## config.mk

```make
export PLATFORM = sky130hd
export DESIGN_NAME = sys_timer
export DESIGN_NICKNAME = d
export VERILOG_FILES = /design/src/rtl/sys_timer.sv
export SDC_FILE = /design/constraint.sdc
export NUM_CORES = 1
export LEC_CHECK = 0
export CAP_MARGIN = 20
export CORE_ASPECT_RATIO = 1.5
export CORE_MARGIN = 3
export CORE_UTILIZATION = 45
export DETAILED_ROUTE_END_ITERATION = 7
export PLACE_DENSITY = 0.61
export SYNTH_ARGS = -nofsm -noshare
export SYNTH_HDL_FRONTEND = slang
export SYNTH_SLANG_ARGS = --single-unit
```

## constraint.sdc

```tcl
create_clock -name clk -period 6.5 [get_ports clk]
set_input_delay 1.3 -clock clk [delete_from_list [all_inputs] [get_ports clk]]
set_output_delay 1.3 -clock clk [all_outputs]
set_load 0.1 [all_outputs]
```

## src/rtl/sys_timer.sv

```systemverilog
// sys_timer: 64-bit cycle / time / instret counters with a zero-latency CSR read mux.
// Optional macro SYS_TIMER_SNAPSHOT_EN adds a shared upper-half shadow for consistent 64-bit reads.
module sys_timer #(
  parameter int unsigned TIME_DIV = 50
) (
  input  logic        clk,
  input  logic        rst,
  input  logic        retire,
  input  logic        rd_en,
  input  logic [1:0]  timer,
  input  logic        upper,
  output logic [31:0] data
);

  localparam int unsigned CNT_W  = 64;
  localparam int unsigned HALF_W = 32;
  localparam int unsigned PRE_W  = 16;
  localparam logic [PRE_W-1:0] PRE_LAST = PRE_W'(TIME_DIV - 1);

  localparam logic [1:0] SEL_CYCLE   = 2'd0;
  localparam logic [1:0] SEL_TIME    = 2'd1;
  localparam logic [1:0] SEL_INSTRET = 2'd2;

  logic [CNT_W-1:0]  cyc;
  logic [CNT_W-1:0]  tim;
  logic [CNT_W-1:0]  ins;
  logic [PRE_W-1:0]  pre;
  logic              tick_c;
  logic [CNT_W-1:0]  sel_c;
  logic              sel_valid_c;
  logic [HALF_W-1:0] hi_c;

  // Prescaler terminal count; with TIME_DIV=1 the prescaler stays at 0 and ticks every cycle.
  assign tick_c = (pre == PRE_LAST);

  // Full-width increments so the bit-31 carry lands in the same cycle.
  always_ff @(posedge clk or posedge rst) begin
    if (rst) begin
      cyc <= '0;
      tim <= '0;
      ins <= '0;
      pre <= '0;
    end else begin
      cyc <= cyc + CNT_W'(1);
      pre <= tick_c ? '0 : pre + PRE_W'(1);
      if (tick_c) begin
        tim <= tim + CNT_W'(1);
      end
      if (retire) begin
        ins <= ins + CNT_W'(1);
      end
    end
  end

  // Counter select; the reserved encoding selects nothing.
  always_comb begin
    sel_c       = '0;
    sel_valid_c = 1'b0;
    case (timer)
      SEL_CYCLE: begin
        sel_c       = cyc;
        sel_valid_c = 1'b1;
      end
      SEL_TIME: begin
        sel_c       = tim;
        sel_valid_c = 1'b1;
      end
      SEL_INSTRET: begin
        sel_c       = ins;
        sel_valid_c = 1'b1;
      end
      default: begin
        sel_c       = '0;
        sel_valid_c = 1'b0;
      end
    endcase
  end

`ifdef SYS_TIMER_SNAPSHOT_EN
  logic [HALF_W-1:0] shadow;

  // A low-half read latches the matching upper half so the follow-up read is consistent.
  always_ff @(posedge clk or posedge rst) begin
    if (rst) begin
      shadow <= '0;
    end else if (rd_en && !upper && sel_valid_c) begin
      shadow <= sel_c[CNT_W-1:HALF_W];
    end
  end

  assign hi_c = shadow;
`else
  logic unused_rd_en;

  assign unused_rd_en = rd_en;
  assign hi_c         = sel_c[CNT_W-1:HALF_W];
`endif

  // Read data is purely combinational from the current register values.
  always_comb begin
    data = '0;
    if (sel_valid_c) begin
      data = upper ? hi_c : sel_c[HALF_W-1:0];
    end
  end

endmodule
```

* Word level (Yosys, flattened, before mapping)
Index checks and enable logic that the tools add are counted.
Word-level totals: output and inout bits 32, register bits after elaboration 208, input port bits 7
Cells by class: add/sub/neg operators 4, reductions and logical operators 2, equality and inequality tests 3, muxes and demuxes 5
Operators with widths (count):
- $add A64 B1 Y64 const B | 3
- $pmux W64 S3 | 1
- $mux W32 | 2
- $add A16 B1 Y16 const B | 1
- $eq A16 B6 Y1 const B | 1
- $mux W16 | 1
- $reduce_or A3 Y1 | 1
- $eq A2 B1 Y1 const B | 1
- $eq A2 B2 Y1 const B | 1
- $logic_not A2 Y1 | 1
- $mux W1 | 1

* Longest topological paths before layout
depth in word-level cells 4, mapped depth 9, depth with buffers taken out 8

* Least setup slack after synthesis
Ideal clock, no wire load.
path type input -> output, start point input timer[1], end point output data[25], slack 1139 ps, stages on the path 7, arrival 4061 ps, path buffers 3, cells stage by stage clkbuf_1 clkbuf_1 buf_1 mux2i_1 nor2_1 a21oi_1 a21oi_1
On the way: cells in the longest elaborated chain, start to end 4
RTL lines:
- from (decl) | RTL line 10 | input logic [1:0] timer,
- $eq A2 B2 Y1 (tied with other cells) | RTL line 59 | case (timer)
- $pmux W64 S3 or $reduce_or A3 Y1 (tied branches)
- $mux W32 or $mux W1 (tied branches) | RTL line 103, 59
- $mux W32 * | RTL line 102 | if (sel_valid_c) begin
- to (decl) | RTL line 12 | output logic [31:0] data
Every way passes the cells marked *; elsewhere a longest branch is shown, timed or not.

* Final worst setup path
start point input timer[1], end point output data[0]
The elaborated chain is that of the path after synthesis.

==> flow_summary.yaml <==
run_status:
  status: "completed"
logic_synthesis:
  synth_top_cell_by_area: "dfrtp_1"
  netlist_area_um2: 11250
  synthTopCellsByArea: "dfrtp_1 (46%), xnor2_1 (11%), nor2_1 (5.3%)"
  synth_top_area_share: 0.4625
  synth.distinct_cells: 47
  avgSynthCellArea_um2: 9.255
  ys_seq_area_frac: 0.4625
  synth-compound-area-share: 0.07160
  synth_simple_gate_area_share: 0.2401
  synth-seq-cells: 208
  synth_nets: 1228
  yosysMostFrequentCell: "dfrtp_1"
  synth_edf_count: 0
  synth_xor_xnor_area_share: 0.1572
  synth-main-ff-cell: "dfrtp_1"
  synthArstFlopShare: 1.000
  yosysWarnings: 0
  synthAdderAreaFrac: 0.005559
  synth.area.mux_share: 0.02946
  synth_top_family_by_area: "simple AND/OR/NAND/NOR gates"
  netlist_instances: 1216
  synth_common_cells: "dfrtp_1 (208), nor2_1 (160), xnor2_1 (141)"
critical_path:
  path_class: "in -> out"
  critical_path.startpoint: "timer[1]"
  reg2reg_setup_slack_ps: 3570
  cp.arrival_ps: 3650
  reg2reg_depth: 6
  cp_max_fo: 39
  critPathLaunchType: "primary input"
  cp-end-kind: "output port"
  r2r-start: "ins[3]$_DFFE_PP0P_"
  crit_end: "data[0]"
  worstReg2RegEnd: "ins[57]$_DFFE_PP0P_"
  critPathRequiredTime_ps: 5200
power_and_ir_drop:
  combPwrFrac: 0.115
  cellPowerDensity_nw_per_um2: 236.9
  power_frac_clock: 0.429
  seqPwrFrac: 0.457
  p_int_mw: 2.146
  irDropWorstVdd_mv: 0.2082
  p_sw_frac: 0.2764
  leakagePower_nw: 5.550
  switchingPower_mw: 0.8199
floorplanning:
  core_um2: 24520
  die_area_um2: 26980
  rows: 70
  ioPinCount: 39
  initial_core_util: 0.4589
  dieHeight_um: 199.7
  die_x_um: 135.1
detailed_routing:
  via_per_inst: 5.604
  routedWlPerCell_um: 19.10
  vias: 8810
  wl_mm: 30.02
  drc: 0
  drtIter0Drc: 617
  detail-route-antenna-nets: 0
  drt_pre_antenna_iters: 5
sta:
  setup_violations: 0
  slew_headroom: 0.3265
  hold_slack_ps: 472.7
  finalSetupTns_ps: 0
  maxSlewViolCount: 0
  worst_pin_slew_ps: 1001
  fin_crit_ps: 4953
  hold_violations: 0
  fmax_mhz: 201.9
  rsz0062_at_grt: "no"
  fin_crit_sh: 0.7619
  skew_ps: 8.691
layout:
  drive_above_1_share: 0.08574
  multiInputGateArea_um2: 5674
  area_growth_pct: 11.24
  final_cells: 1572
  antenna_cells: 0
  final_nets: 1247
  seq_area_um2: 5205
  fill_cells: 2382
placed_design:
  dp_cells: 1534
  io_buffers: 37
  dp_hpwl_mm: 22.03
  place_congestion: 0.9088
grt:
  antenna_found_initial: 0
  use_met1: 0.2808
  grtUsageMet2: 0.4056
  first_global_vias: 8909
  grt_usage: 0.2275
  grt_pass1_wl_mm: 48.61
  busiest_layer: "met2"
  grt_start_max_net_pins: 114
  gr-usage-met3: 0.02166
  overflow: 0
clock_tree:
  post_cts_buffers: 0
  clock-sinks: 208
  cts_buffers: 23
  clock_path_buffers: 3
  h-tree-depth: 1
  clk_pin_slew_ps: 60
  insertion_delay_ps: 500
  cts_tree: "done"
  clk_root_buffer_cell: "clkbuf_16"
  cts_hold_buf: 0
  cts_resized: 0
min_path:
  hold_class: "reg -> reg"
run:
  cap_violations: 0
[cells by family (layout without fill, tap and decap cells)]
family,after synthesis,after routing
and+or+nand+nor,511,511
xor gates and xnor gates,202,202
AOI/OAI and AO/OA,161,161
muxes,33,33
buffers and inverters,96,128
adders and majority gates,5,5
DFF,208,208
[area by class of cell]
type                            instances  area share
Clock inverter                          4    0.003898
Sequential cell                       208      0.4158
Multi-Input combinational cell        912      0.4532
Clock buffer                           34     0.05327
Tap cell                              324     0.03238
Timing Repair Buffer                   44     0.02738
Inverter                               46     0.01409
[registers in the layout (all words and copies together) (netlist names)]
signal and count:
pre 16, tim 64, cyc 64, ins 64
[through the flow]
stage / area (µm²) / util / setup WS [ps] / total power [mW]
2_1_floorplan: 11260 / - / 1139 / 1.634
3_3_place_gp: 11800 / 0.4813 / 1579 / 1.716
3_5_place_dp: 11800 / 0.4813 / 1541 / 1.719
4_1_cts: 12520 / 0.5105 / 1554 / 3.000
5_1_grt: 12520 / 0.5105 / 1435 / 3.077
6_report: 12520 / 0.5105 / 1547 / 2.966
[routing by layer]
metal  up-vias  wire (µm)
li1       4200          -
met1      4367      12080
met2       193      15560
met3        50       1025
met4         0       1350
met5         -          0
[cell usage in the layout, fill, tap and decap left out, types with 6 or more instances in the layout]
master | netlist | routed
a21oi_1 | 96 | 96
and3_1 | 25 | 25
and4_1 | 16 | 16
buf_4 | 1 | 39
clkbuf_1 | 40 | 6
clkbuf_16 | 0 | 23
dfrtp_1 | 208 | 208
inv_1 | 46 | 45
mux2i_1 | 32 | 32
nand2_1 | 78 | 78
nand3_1 | 83 | 83
nand4_1 | 57 | 57
nor2_1 | 160 | 160
nor3_1 | 31 | 31
nor4_1 | 11 | 11
o21ai_0 | 65 | 65
xnor2_1 | 141 | 141
xor2_1 | 61 | 61
[power groups by stage]
stage                     combinational [mW]  clock [mW]  sequential [mW]
after floorplan                        0.262           0             1.37
after CTS                              0.343        1.30             1.35
final                                  0.340        1.27             1.35
after global routing                   0.371        1.35             1.36
after global placement                 0.340           0             1.38
after detailed placement               0.342           0             1.38
[worst min path at each step]
stage | slack (ps) | depth (start not counted) | start | to
6_report | 470 | 1 | ins[63]$_DFFE_PP0P_ | ins[63]$_DFFE_PP0P_
5_1_grt | 480 | 1 | ins[63]$_DFFE_PP0P_ | ins[63]$_DFFE_PP0P_
4_1_cts | 480 | 1 | ins[63]$_DFFE_PP0P_ | ins[63]$_DFFE_PP0P_
3_5_place_dp | 470 | 1 | cyc[63]$_DFF_PP0_ | cyc[63]$_DFF_PP0_
3_3_place_gp | 460 | 1 | ins[63]$_DFFE_PP0P_ | ins[63]$_DFFE_PP0P_
2_1_floorplan | 440 | 1 | ins[63]$_DFFE_PP0P_ | ins[63]$_DFFE_PP0P_
[critical path: stages]
cell     delay (ps)
buf_4           470
or2_2           560
nor2_1          130
a21oi_1         230
o21ai_0         200
a21oi_1         360
buf_4           360
(Power assumes the default switching activity.)
